==> src/rtl/ula_pkg.sv <==
// rtl/ula_pkg.sv - shared opcodes, default widths and FSM states for the ALU sequencer
package ula_pkg;

    localparam int DEF_WIDTH = 4;
    localparam int DEF_OPW   = 3;

    localparam logic [DEF_OPW-1:0] OP_ADD = 3'b000;
    localparam logic [DEF_OPW-1:0] OP_SUB = 3'b001;
    localparam logic [DEF_OPW-1:0] OP_AND = 3'b010;
    localparam logic [DEF_OPW-1:0] OP_OR  = 3'b011;
    localparam logic [DEF_OPW-1:0] OP_XOR = 3'b100;

    typedef enum logic [1:0] {
        ST_IDLE  = 2'd0,
        ST_ISSUE = 2'd1,
        ST_RESP  = 2'd2
    } state_t;

endpackage

==> src/rtl/ula_sequenciador.sv <==
// rtl/ula_sequenciador.sv - command-driven accumulator sequencer for the external 4-bit ALU (option: ULA_SEQ_ERR_EN)
module ula_sequenciador
    import ula_pkg::*;
#(
    parameter int WIDTH = DEF_WIDTH,
    parameter int OPW   = DEF_OPW
) (
    input  logic             clk,
    input  logic             rst_n,
    input  logic             cmd_valid,
    output logic             cmd_ready,
    input  logic             cmd_load,
    input  logic [OPW-1:0]   cmd_op,
    input  logic [WIDTH-1:0] cmd_data,
    output logic [WIDTH-1:0] alu_a,
    output logic [WIDTH-1:0] alu_b,
    output logic [OPW-1:0]   alu_op,
    input  logic [WIDTH-1:0] alu_z,
    output logic             res_valid,
    input  logic             res_ready,
    output logic [WIDTH-1:0] res_data,
    output logic             res_zero,
    output logic             res_err
);

    state_t             state;
    logic [WIDTH-1:0]   acc;
    logic [WIDTH-1:0]   opnd;
    logic [OPW-1:0]     opr;
    logic [WIDTH-1:0]   res_data_q;
    logic               res_zero_q;

`ifdef ULA_SEQ_ERR_EN
    logic               res_err_q;
    logic               cmd_illegal;

    assign cmd_illegal = (cmd_op > OP_XOR);
`endif

    // ALU inputs come straight from registers so the external ALU never sees cmd-port glitches
    always_ff @(posedge clk or negedge rst_n) begin
        if (!rst_n) begin
            state      <= ST_IDLE;
            acc        <= '0;
            opnd       <= '0;
            opr        <= '0;
            res_data_q <= '0;
            res_zero_q <= 1'b0;
`ifdef ULA_SEQ_ERR_EN
            res_err_q  <= 1'b0;
`endif
        end else begin
            case (state)
                ST_IDLE: begin
                    if (cmd_valid) begin
                        opr  <= cmd_op;
                        opnd <= cmd_data;
                        if (cmd_load) begin
                            acc        <= cmd_data;
                            res_data_q <= cmd_data;
                            res_zero_q <= (cmd_data == '0);
`ifdef ULA_SEQ_ERR_EN
                            res_err_q  <= 1'b0;
`endif
                            state      <= ST_RESP;
`ifdef ULA_SEQ_ERR_EN
                        end else if (cmd_illegal) begin
                            // rejected opcode: report current acc without touching it
                            res_data_q <= acc;
                            res_zero_q <= (acc == '0);
                            res_err_q  <= 1'b1;
                            state      <= ST_RESP;
`endif
                        end else begin
                            state <= ST_ISSUE;
                        end
                    end
                end
                ST_ISSUE: begin
                    acc        <= alu_z;
                    res_data_q <= alu_z;
                    res_zero_q <= (alu_z == '0);
`ifdef ULA_SEQ_ERR_EN
                    res_err_q  <= 1'b0;
`endif
                    state      <= ST_RESP;
                end
                ST_RESP: begin
                    if (res_ready) begin
                        state <= ST_IDLE;
                    end
                end
                default: begin
                    state <= ST_IDLE;
                end
            endcase
        end
    end

    assign cmd_ready = (state == ST_IDLE);
    assign res_valid = (state == ST_RESP);
    assign res_data  = res_data_q;
    assign res_zero  = res_zero_q;
    assign alu_a     = acc;
    assign alu_b     = opnd;
    assign alu_op    = opr;

`ifdef ULA_SEQ_ERR_EN
    assign res_err   = res_err_q;
`else
    assign res_err   = 1'b0;
`endif

endmodule

==> config.mk <==
export PLATFORM = sky130hd
export DESIGN_NAME = ula_sequenciador
export DESIGN_NICKNAME = d
export VERILOG_FILES = /design/src/rtl/ula_pkg.sv /design/src/rtl/ula_sequenciador.sv
export SDC_FILE = /design/constraint.sdc
export NUM_CORES = 1
export LEC_CHECK = 0
export BUFFER_PORTS_ARGS = -buffer_cell sky130_fd_sc_hd__buf_4
export CORE_MARGIN = 3
export CORE_UTILIZATION = 39
export DETAILED_ROUTE_END_ITERATION = 10
export HOLD_SLACK_MARGIN = 0.08
export PLACE_DENSITY = 0.85
export SKIP_LAST_GASP = 1
export SYNTH_ARGS = -nofsm -noshare
export SYNTH_HDL_FRONTEND = slang
export SYNTH_SLANG_ARGS = --single-unit
==> constraint.sdc <==
create_clock -name clk -period 1.65 [get_ports clk]
set_clock_uncertainty 0.2 [all_clocks]
set_input_delay 0.33 -clock clk [delete_from_list [all_inputs] [get_ports clk]]
set_output_delay 0.33 -clock clk [all_outputs]
set_load 0.01 [all_outputs]
# Word-level counts from Yosys, hierarchy flattened

Cells that the tools add are included.

Register bits: 14
Output and inout port bits: 19

Muxes and demuxes: 10
Eq/ne operators: 5
Reduce and logical (&&, ||, !) cells: 7

Operator list:

| kind                                                                  | number |
|---|---|
| 4-bit zero test                                                       | 2 |
| 4-bit two-way mux                                                     | 2 |
| 4-bit case mux with 2 select lines                                    | 1 |
| 2-bit two-way mux                                                     | 3 |
| 2-bit case mux with 3 select lines                                    | 1 |
| 2-bit by 1-bit != test with 1-bit output, second input constant       | 2 |
| 2-bit AND reduction                                                   | 2 |
| 3-bit AND reduction                                                   | 1 |
| 2-bit by 1-bit equality test with 1-bit output, second input constant | 1 |
| 2-bit equality test, second input constant                            | 1 |
| 2-bit zero test                                                       | 1 |
| 1-bit two-way mux                                                     | 2 |
| 2-bit != test, second input constant                                  | 1 |
| 1-bit case mux with 2 select lines                                    | 1 |
| 2-bit nonzero test                                                    | 1 |

# Depth between registers and ports, before layout

Gate-level depths: netlist (run 1).

Word-level depth: 4
Mapped depth: 4

# Worst setup path before layout (run 1)

Ideal clock, no wire load.

Path type: register to register
Start: register state[1]
End: register opnd[0], in the netlist alu_b[0]
Buffers on the path: 1
Stages on the path, launching flop included: 5
Period minus slack after synthesis: 1,524 ps
Arrival time: 1,198 ps
Setup time: 125 ps
Slack: 126 ps
Data required time: 1,325 ps
Path through: dfrtp_1 nor2_1 and2_1 buf_6 mux2_4

Cells in the longest elaborated chain, start to end: 2

Ends and longest elaborated chain:

| item                          | line                   | source |
|---|---|---|
| start, declared               | ula_sequenciador.sv:26 | `state_t state;` |
| start signal, assigned        | ula_sequenciador.sv:43 | `state <= ST_IDLE;` |
| start signal, assigned        | ula_sequenciador.sv:65 | `state <= ST_RESP;` |
| start signal, assigned        | ula_sequenciador.sv:75 | `state <= ST_ISSUE;` |
| 2-bit zero test               | --                     |  |
| via cmd_ready                 | ula_sequenciador.sv:11 | `output logic cmd_ready,` |
| 2-bit AND reduction (no line) | --                     |  |
| end signal, assigned          | ula_sequenciador.sv:57 | `opnd <= cmd_data;` |
| end, declared                 | ula_sequenciador.sv:28 | `logic [WIDTH-1:0] opnd;` |

The timed path passes the listed nets, and every way through them passes these cells.
A chain may end at the register's enable or synchronous reset.

# Worst setup path after layout (run 1)

Start: register state[1]
End: output port res_valid

Cells in the longest elaborated chain, start to end: 1

Ends and longest elaborated chain:

| item                | line                    | source |
|---|---|---|
| 2-bit equality test | ula_sequenciador.sv:101 | `assign res_valid = (state == ST_RESP);` |
| end, declared       | ula_sequenciador.sv:19  | `output logic res_valid,` |

No other way between the ends.

==> results.py, run 1 <==
metrics = {
    "global_route": {
        "grt_pass1_wl_mm": 2.23,
        "grt_pass1_vias": 534,
        "antenna_found_initial": 0,
        "grt_max_degree": 15,
        "track_usage": 0.140,
        "gr-total-overflow": 0,
    },
    "floorplan": {
        "fp.coreArea_mm2": 0.00159,
        "rows": 14,
        "start_util": 0.433,
        "ios": 35,
        "die_h_um": 48.1,
        "dieWidth_um": 48.1,
        "die_area_mm2": 0.00231,
    },
    "routing": {
        "routed_wl_mm": 1.45,
        "vias_per_cell": 4.65,
        "firstDrtPassIters": 3,
        "num_vias": 502,
        "wl_per_cell_um": 13.4,
        "first_iter_violations": 5,
        "postRouteAntennaNets": 0,
        "drc": 0,
    },
    "setup_path": {
        "worst-path-max-fanout": 4,
        "cp.arrival_ns": 1.07,
        "endpoint_kind": "primary output",
        "crit_type": "reg -> out",
        "cp.required_ns": 1.12,
        "startpoint_type": "flop",
    },
    "power": {
        "combPwrFrac": 0.433,
        "irDropWorstVdd_mv": 0.703,
        "p_sw_w": 0.000388,
        "clkPwrFrac": 0.176,
        "leakage_nw": 0.505,
        "seqPwrFrac": 0.391,
        "p_int_w": 0.000942,
        "switching_share": 0.292,
        "power_density_mw_per_mm2": 1320,
    },
    "placement": {
        "post-place-cells": 101,
        "port_buffers": 33,
        "dpl-instance-area_um2": 940,
        "dp_hpwl_mm": 1.16,
        "gp_congestion": 0.709,
    },
    "sta": {
        "worst_pin_slew_ns": 0.497,
        "fin_tns_setup_ns": 0,
        "max_freq_ghz": 0.627,
        "relSlewSlack": 0.667,
        "drv_slew": 0,
        "fin_crit_sh": 0.967,
        "fin_crit_ns": 1.60,
        "finalHoldViolCount": 0,
        "rsz0062_at_grt": "false",
        "setup_viol": 0,
    },
    "yosys": {
        "ys_warn_count": 0,
        "yosysUniqueCellTypes": 16,
        "synth-seq-cells": 14,
        "avgSynthCellArea_um2": 14.1,
        "synth_cells": 49,
        "ys_seq_area_frac": 0.507,
        "syn-num-nets": 65,
        "syn-cell-area_um2": 691,
    },
    "cells_and_area": {
        "drive_gt1_frac": 0.631,
        "diodes": 0,
        "syn2layout_area_growth_pct": 46.4,
        "fin_cells": 108,
        "stdcell_area_mm2": 0.00101,
        "postLayoutCoreUtil": 0.634,
        "nNetsFinal": 101,
    },
    "clock_tree": {
        "clock_sinks": 14,
        "cts_made_buffers": 3,
        "cts_setup_buffers": 0,
        "cts_tree": "yes",
        "clock_path_buffers": 2,
        "root_buffer": "clkbuf_4",
        "clkTransAtPathRegs_ns": 0.08,
        "htreeDepth": 1,
        "clock_latency_ns": 0.27,
    },
    "min_path": {
        "hp-class": "in -> reg",
    },
    "run_status": {
        "status": "completed",
    },
    "flow_run": {
        "cap_violations": 0,
    },
}
final timing paths:
| path | startpoint | endpoint | slack (ns) | depth (start not counted) |
|---|---|---|---|---|
| worst max-delay path | state[1]$_DFFE_PN0P_ | res_valid | 0.05 | 2 |
| worst min-delay path | cmd_op[1] | alu_op[1]$_DFFE_PN0P_ | 0.09 | 2 |
| max in group asynchronous | rst_n | alu_b[2]$_DFFE_PN0P_ | 0.85 | 2 |
| min in group asynchronous | rst_n | res_data[3]$_DFFE_PN0P_ | 0.24 | 2 |
| worst min register to register | alu_op[1]$_DFFE_PN0P_ | alu_op[1]$_DFFE_PN0P_ | 0.32 | 1 |
| worst max register to register | state[1]$_DFFE_PN0P_ | res_zero$_DFFE_PN0P_ | 0.09 | 2 |
Yosys cell counts, drive strengths merged:
| cell type | instances | area (µm²) |
|---|---|---|
| mux2 | 17 | 221 |
| dfrtp | 14 | 350 |
| buf | 6 | 48.8 |
| nor2 | 2 | 7.51 |
| nor2b | 2 | 15.0 |
| nor4 | 2 | 12.5 |
| a21o | 1 | 7.51 |
| a21oi | 1 | 5.00 |
| and2 | 1 | 6.26 |
| and2b | 1 | 8.76 |
| conb | 1 | 3.75 |
| inv | 1 | 3.75 |
cells in the final DEF (no fill, tap or decap), types with 2 or more instances in the layout:
cell,n
buf_4,33
nor4_1,2
dfrtp_1,14
mux2_2,5
nor2_1,2
dlygate4sd3_1,3
mux2_4,8
clkbuf_4,3
mux2_1,4
flip-flops by register name (all words and copies together) (netlist names):
register / cells
alu_b: 4
alu_op: 3
state: 2
res_zero: 1
res_data: 4
per-stage QoR:
stage | hold WS, ns | power (W) | setup slack, ns
6_report | 0.0893 | 0.00133 | 0.0539
5_1_grt | 0.0827 | 0.00141 | 0.000209
4_1_cts | 0.0804 | 0.00134 | 0.0277
3_5_place_dp | -0.0123 | 0.00110 | 0.0407
3_3_place_gp | -0.0141 | 0.00108 | 0.0772
2_1_floorplan | -0.166 | 0.000843 | 0.126
power by group through the flow:
stage               clock network, W  registers, W  logic (W)
floorplan                          0      0.000563   0.000280
detailed placement                 0      0.000523   0.000575
global placement                   0      0.000521   0.000563
global route                0.000257      0.000536   0.000620
CTS                         0.000243      0.000519   0.000581
finish                      0.000234      0.000520   0.000575
logic make-up (layout without fill, tap and decap cells):
| family | after synthesis | count (layout) | share of synthesized area |
|---|---|---|---|
| DFF | 14 | 14 | 0.507 |
| AOI/OAI and AO/OA | 2 | 2 | 0.0181 |
| muxes | 17 | 17 | 0.321 |
| other | 1 | 1 | 0.00543 |
| and+or+nand+nor | 8 | 8 | 0.0725 |
| buffers and inverters | 7 | 42 | 0.0761 |
layout make-up:
class,count,area (µm²)
multi-input combinational,28,293
fill,130,583
timing repair buffer,37,298
inverter,1,3.75
sequential,14,350
clock buffer,4,36.3
tap,24,30.0
routing by layer:
layer / global-route usage / vias to the layer above / routed length [µm]
met4: 0.0484 / 0 / 17
met5: 0 / - / 0
met2: 0.235 / 29 / 661
met3: 0.0376 / 4 / 177
met1: 0.172 / 233 / 591
li1: - / 236 / -
repair_timing:
action,CTS,global route
hold buffers,2,1
setup endpoints to repair,0,4
gates resized for setup,0,1
endpoints found under the hold margin,15,1
critical path, cell delays in order (launching register included):
cell,delay [ns]
dfrtp_1,0.43
and2b_2,0.23
buf_4,0.14
Note: power is estimated with default switching activity, not from simulation.
==> run 2, diff against run 1 <==
CORE_UTILIZATION = 41   (was 39)
HOLD_SLACK_MARGIN = 0.15   (was 0.08)
clock period = 1.69 ns   (was 1.65 ns; I/O delays follow)
==> results.py, run 2 (synthesized netlist as in run 1, its figures left out) <==
metrics = {
    "setup_path": {
        "endpoint": "res_zero$_DFFE_PN0P_",
        "startpoint_type": "primary input",
        "cp.required_ns": 1.64,
        "path_depth": 5,
        "r2r_slack_ns": 0.08,
        "endpoint_kind": "flop",
        "timing.critical_path.from": "cmd_data[2]",
        "cp.arrival_ns": 1.56,
        "ff2ff_path_depth": 3,
        "timing.rr.start": "state[1]$_DFFE_PN0P_",
        "path_buf_inv": 2,
        "critPathTopFamily": "buffers and inverters",
        "worst-path-max-fanout": 3,
        "reg2reg_to": "res_data[2]$_DFFE_PN0P_",
        "slowest_stage": "dlygate4sd3_1",
        "slowest_delay_ns": 0.54,
        "worstPathCellList": "dlygate4sd3_1 > buf_4 > nor4_1 > mux2_1 > mux2_2",
        "crit_type": "in -> reg",
    },
    "clock_tree": {
        "htreeDepth": 1,
        "clkTransAtPathRegs_ns": 0.07,
        "cts_tree": "yes",
        "cts_setup_buffers": 0,
        "root_buffer": "clkbuf_4",
        "clock_sinks": 14,
        "clock_path_buffers": 2,
        "cts_made_buffers": 3,
        "clock_latency_ns": 0.26,
    },
    "routing": {
        "first_iter_violations": 2,
        "postRouteAntennaNets": 0,
        "drc": 0,
        "wl_per_cell_um": 13.8,
        "routed_wl_mm": 1.45,
        "firstDrtPassIters": 4,
        "vias_per_cell": 4.96,
        "num_vias": 521,
    },
    "placement": {
        "dp_hpwl_mm": 1.15,
        "gp_congestion": 0.691,
        "dpl_worst_slack_ns": 0.0890,
        "port_buffers": 33,
    },
    "power": {
        "power_density_mw_per_mm2": 1190,
        "irDropWorstVdd_mv": 0.811,
        "leakage_nw": 0.521,
    },
    "floorplan": {
        "dieWidth_um": 47.0,
        "die_h_um": 47.0,
        "fp.coreArea_mm2": 0.00154,
        "ios": 35,
        "die_area_mm2": 0.00221,
        "start_util": 0.448,
        "rows": 14,
    },
    "cells_and_area": {
        "n_fill_cell": 112,
        "final_cell_mix": "33 x buf_4, 14 x dfrtp_1, 9 x dlygate4sd3_1, 8 x mux2_4, 5 x mux2_2",
        "nNetsFinal": 107,
        "layout_commonest_cell": "buf_4",
        "syn2layout_area_growth_pct": 50.9,
        "diodes": 0,
        "drive_gt1_frac": 0.584,
    },
    "min_path": {
        "hp-class": "in -> reg",
    },
    "global_route": {
        "grt_pass1_wl_mm": 2.43,
        "gr-total-overflow": 0,
        "track_usage": 0.159,
        "grt_pass1_vias": 572,
        "antenna_found_initial": 0,
        "grt_max_degree": 15,
    },
    "flow_run": {
        "cap_violations": 0,
    },
    "sta": {
        "max_freq_ghz": 0.620,
        "fin_crit_ns": 1.61,
        "finalHoldViolCount": 0,
        "rsz0062_at_grt": "false",
        "setup_viol": 0,
        "drv_slew": 0,
        "fin_tns_setup_ns": 0,
        "fin_crit_sh": 0.954,
        "fin_ws_ns": 0.0773,
    },
    "run_status": {
        "status": "completed",
    },
}
==> run 2: routing by layer <==
layer | global-route usage | share of wire | vias to the layer above
li1 | - | - | 246
met1 | 0.184 | 0.39 | 246
met2 | 0.282 | 0.51 | 27
met3 | 0.0345 | 0.089 | 2
met4 | 0.0663 | 0.0069 | 0
met5 | 0 | 0 | -
==> run 2: layout make-up <==
cell class                 instances  area (µm²)  share of cell area
inverter                           1        3.75             0.00360
clock buffer                       3        22.5              0.0216
sequential                        14         350               0.336
multi-input combinational         28         288               0.276
tap                               16        20.0              0.0192
timing repair buffer              43         358               0.343
==> run 2: how the worst min path moves through the flow <==
| stage | end | cells past startpoint | start |
|---|---|---|---|
| after floorplan | alu_b[0]$_DFFE_PN0P_ | 0 | rst_n |
| after global placement | res_data[0]$_DFFE_PN0P_ | 1 | rst_n |
| after detailed placement | res_zero$_DFFE_PN0P_ | 1 | rst_n |
| after CTS | state[1]$_DFFE_PN0P_ | 3 | res_ready |
| after global routing | state[1]$_DFFE_PN0P_ | 3 | res_ready |
| final | state[1]$_DFFE_PN0P_ | 3 | res_ready |
==> run 2: worst register-to-register path: stages, from the launching register on <==
cell and delay [ns]:
dfrtp_1 0.41, nor2b_2 0.28, mux2_1 0.35, mux2_2 0.26
==> run 2: what timing repair did <==
item	in CTS	in global routing
gates resized for setup	0	0
hold buffers	9	0
hold endpoints to repair	22	0
==> run 2: where the power goes <==
group	internal (W)	total (W)	switching (W)
Clock	0.0000822	0.000168	0.0000856
Combinational	0.000358	0.000569	0.000211
Sequential	0.000438	0.000505	0.0000677
Total	0.000878	0.00124	0.000364
==> run 2: stage by stage <==
step	hold slack, ns	std cells	util	cell area (µm²)	power [W]
after floorplan	-0.158	49	-	691	0.000823
after global placement	-0.00745	93	0.603	930	0.00106
after detailed placement	-0.00684	93	0.603	930	0.00107
after CTS	0.159	105	0.676	1040	0.00126
after global routing	0.167	105	0.676	1040	0.00133
final	0.159	105	0.676	1040	0.00124
==> run 3, diff against run 2 <==
--- a/config.mk
+++ b/config.mk
@@ -11,5 +11,5 @@
 export DETAILED_ROUTE_END_ITERATION = 10
 export HOLD_SLACK_MARGIN = 0.15
-export PLACE_DENSITY = 0.85
+export PLACE_DENSITY = 0.76
 export SKIP_LAST_GASP = 1
 export SYNTH_ARGS = -nofsm -noshare
--- a/constraint.sdc
+++ b/constraint.sdc
@@ -3,3 +3,3 @@
 set_input_delay 0.338 -clock clk [delete_from_list [all_inputs] [get_ports clk]]
 set_output_delay 0.338 -clock clk [all_outputs]
-set_load 0.01 [all_outputs]
+set_load 0.1 [all_outputs]
==> results.py, run 3 (synthesized netlist as in run 1, its figures left out) <==
metrics = {
    "setup_path": {
        "startpoint_type": "flop",
        "cp.arrival_ns": 1.15,
        "crit_type": "reg -> out",
        "cp.required_ns": 1.15,
        "worst-path-max-fanout": 4,
        "endpoint_kind": "primary output",
    },
    "routing": {
        "first_iter_violations": 1,
        "vias_per_cell": 4.89,
        "drc": 0,
        "wl_per_cell_um": 14.0,
        "routed_wl_mm": 1.50,
        "firstDrtPassIters": 2,
        "postRouteAntennaNets": 0,
        "num_vias": 523,
    },
    "global_route": {
        "grt_pass1_wl_mm": 2.36,
        "grt_pass1_vias": 528,
        "track_usage": 0.155,
        "gr-total-overflow": 0,
        "grt_max_degree": 15,
        "antenna_found_initial": 0,
    },
    "cells_and_area": {
        "layout_commonest_cell": "buf_4",
        "n_fill_cell": 120,
        "fin_cells": 107,
        "diodes": 0,
        "seq_area_um2": 357,
        "syn2layout_area_growth_pct": 58.2,
        "nNetsFinal": 108,
        "multi_input_area_um2": 295,
        "drive_gt1_frac": 0.648,
        "final_cell_mix": "32 x buf_4, 10 x dlygate4sd3_1, 9 x dfrtp_1, 8 x mux2_4",
    },
    "sta": {
        "whs_ns": 0.222,
        "drv_slew": 0,
        "fin_ws_ns": 0.00648,
        "fin_crit_sh": 0.996,
        "fin_crit_ns": 1.68,
        "finalHoldViolCount": 0,
        "fin_tns_setup_ns": 0,
        "rsz0062_at_grt": "true",
        "max_freq_ghz": 0.594,
        "setup_viol": 0,
    },
    "placement": {
        "post-place-cells": 93,
        "dp_hpwl_mm": 1.12,
        "port_buffers": 33,
        "gp_congestion": 0.669,
        "dpl_worst_slack_ns": 0.0210,
    },
    "floorplan": {
        "rows": 14,
        "fp.coreArea_mm2": 0.00154,
        "dieWidth_um": 47.0,
        "ios": 35,
        "die_area_mm2": 0.00221,
        "die_h_um": 47.0,
        "start_util": 0.448,
    },
    "run_status": {
        "status": "completed",
    },
    "clock_tree": {
        "cts_made_buffers": 3,
        "clock_path_buffers": 2,
        "root_buffer": "clkbuf_4",
        "htreeDepth": 1,
        "cts_setup_buffers": 0,
        "cts_tree": "yes",
        "clock_sinks": 14,
        "clkTransAtPathRegs_ns": 0.08,
        "clock_latency_ns": 0.28,
    },
    "min_path": {
        "hp-class": "in -> reg",
    },
    "flow_run": {
        "cap_violations": 0,
    },
}
-- run 3: cell count changes in the layout (fill, tap and decap cells not counted) --
cell           previous run  this run
buf_12                    1         2
buf_4                    33        32
clkbuf_8                  0         1
dfrtp_1                  14         9
dfrtp_2                   0         5
dlygate4sd3_1             9        10
nor2_1                    2         1
nor2_4                    0         1
-- run 3: worst paths after layout --
path	from	end	slack [ns]	cells after the start
worst max-delay path	state[0]$_DFFE_PN0P_	res_valid	0.006	2
worst min-delay path	alu_z[3]	res_data[3]$_DFFE_PN0P_	0.22	3
worst max register to register	state[0]$_DFFE_PN0P_	res_data[0]$_DFFE_PN0P_	0.006	3
worst min register to register	alu_op[2]$_DFFE_PN0P_	alu_op[2]$_DFFE_PN0P_	0.32	1
max in group asynchronous	rst_n	res_data[3]$_DFFE_PN0P_	0.87	2
min in group asynchronous	rst_n	res_zero$_DFFE_PN0P_	0.24	2
-- run 3: timing repair --
action,4_1_cts,5_1_grt
setup endpoints to repair,1,6
hold buffers,10,0
endpoints found under the hold margin,23,0
gates resized for setup,3,1
-- run 3: final cells by class --
class,instances,area share
clock buffer,4,0.0332
inverter,1,0.00344
multi-input combinational,28,0.270
sequential,14,0.326
tap,16,0.0183
timing repair buffer,44,0.348
-- run 3: metal layers --
| metal | global-route usage | up-vias | share of wire |
|---|---|---|---|
| met4 | 0.0663 | 0 | 0.013 |
| met1 | 0.203 | 243 | 0.42 |
| met3 | 0.0268 | 3 | 0.083 |
| met2 | 0.252 | 26 | 0.49 |
| met5 | 0 | - | 0 |
| li1 | - | 251 | - |
-- run 3: worst max-delay path: stages, from the launching register on --
cell	delay [ns]
dfrtp_1	0.43
and2b_2	0.26
buf_12	0.17
-- run 3: through the flow --
stage | utilization | area [µm²]
after floorplan | - | 703
after global placement | 0.611 | 942
after detailed placement | 0.611 | 942
after CTS | 0.708 | 1090
after global routing | 0.709 | 1090
final | 0.709 | 1090
Power of run 3 is left out: the tool's default activity adds up to more than one toggle a clock period on the data nets, which glitch-free logic cannot reach.
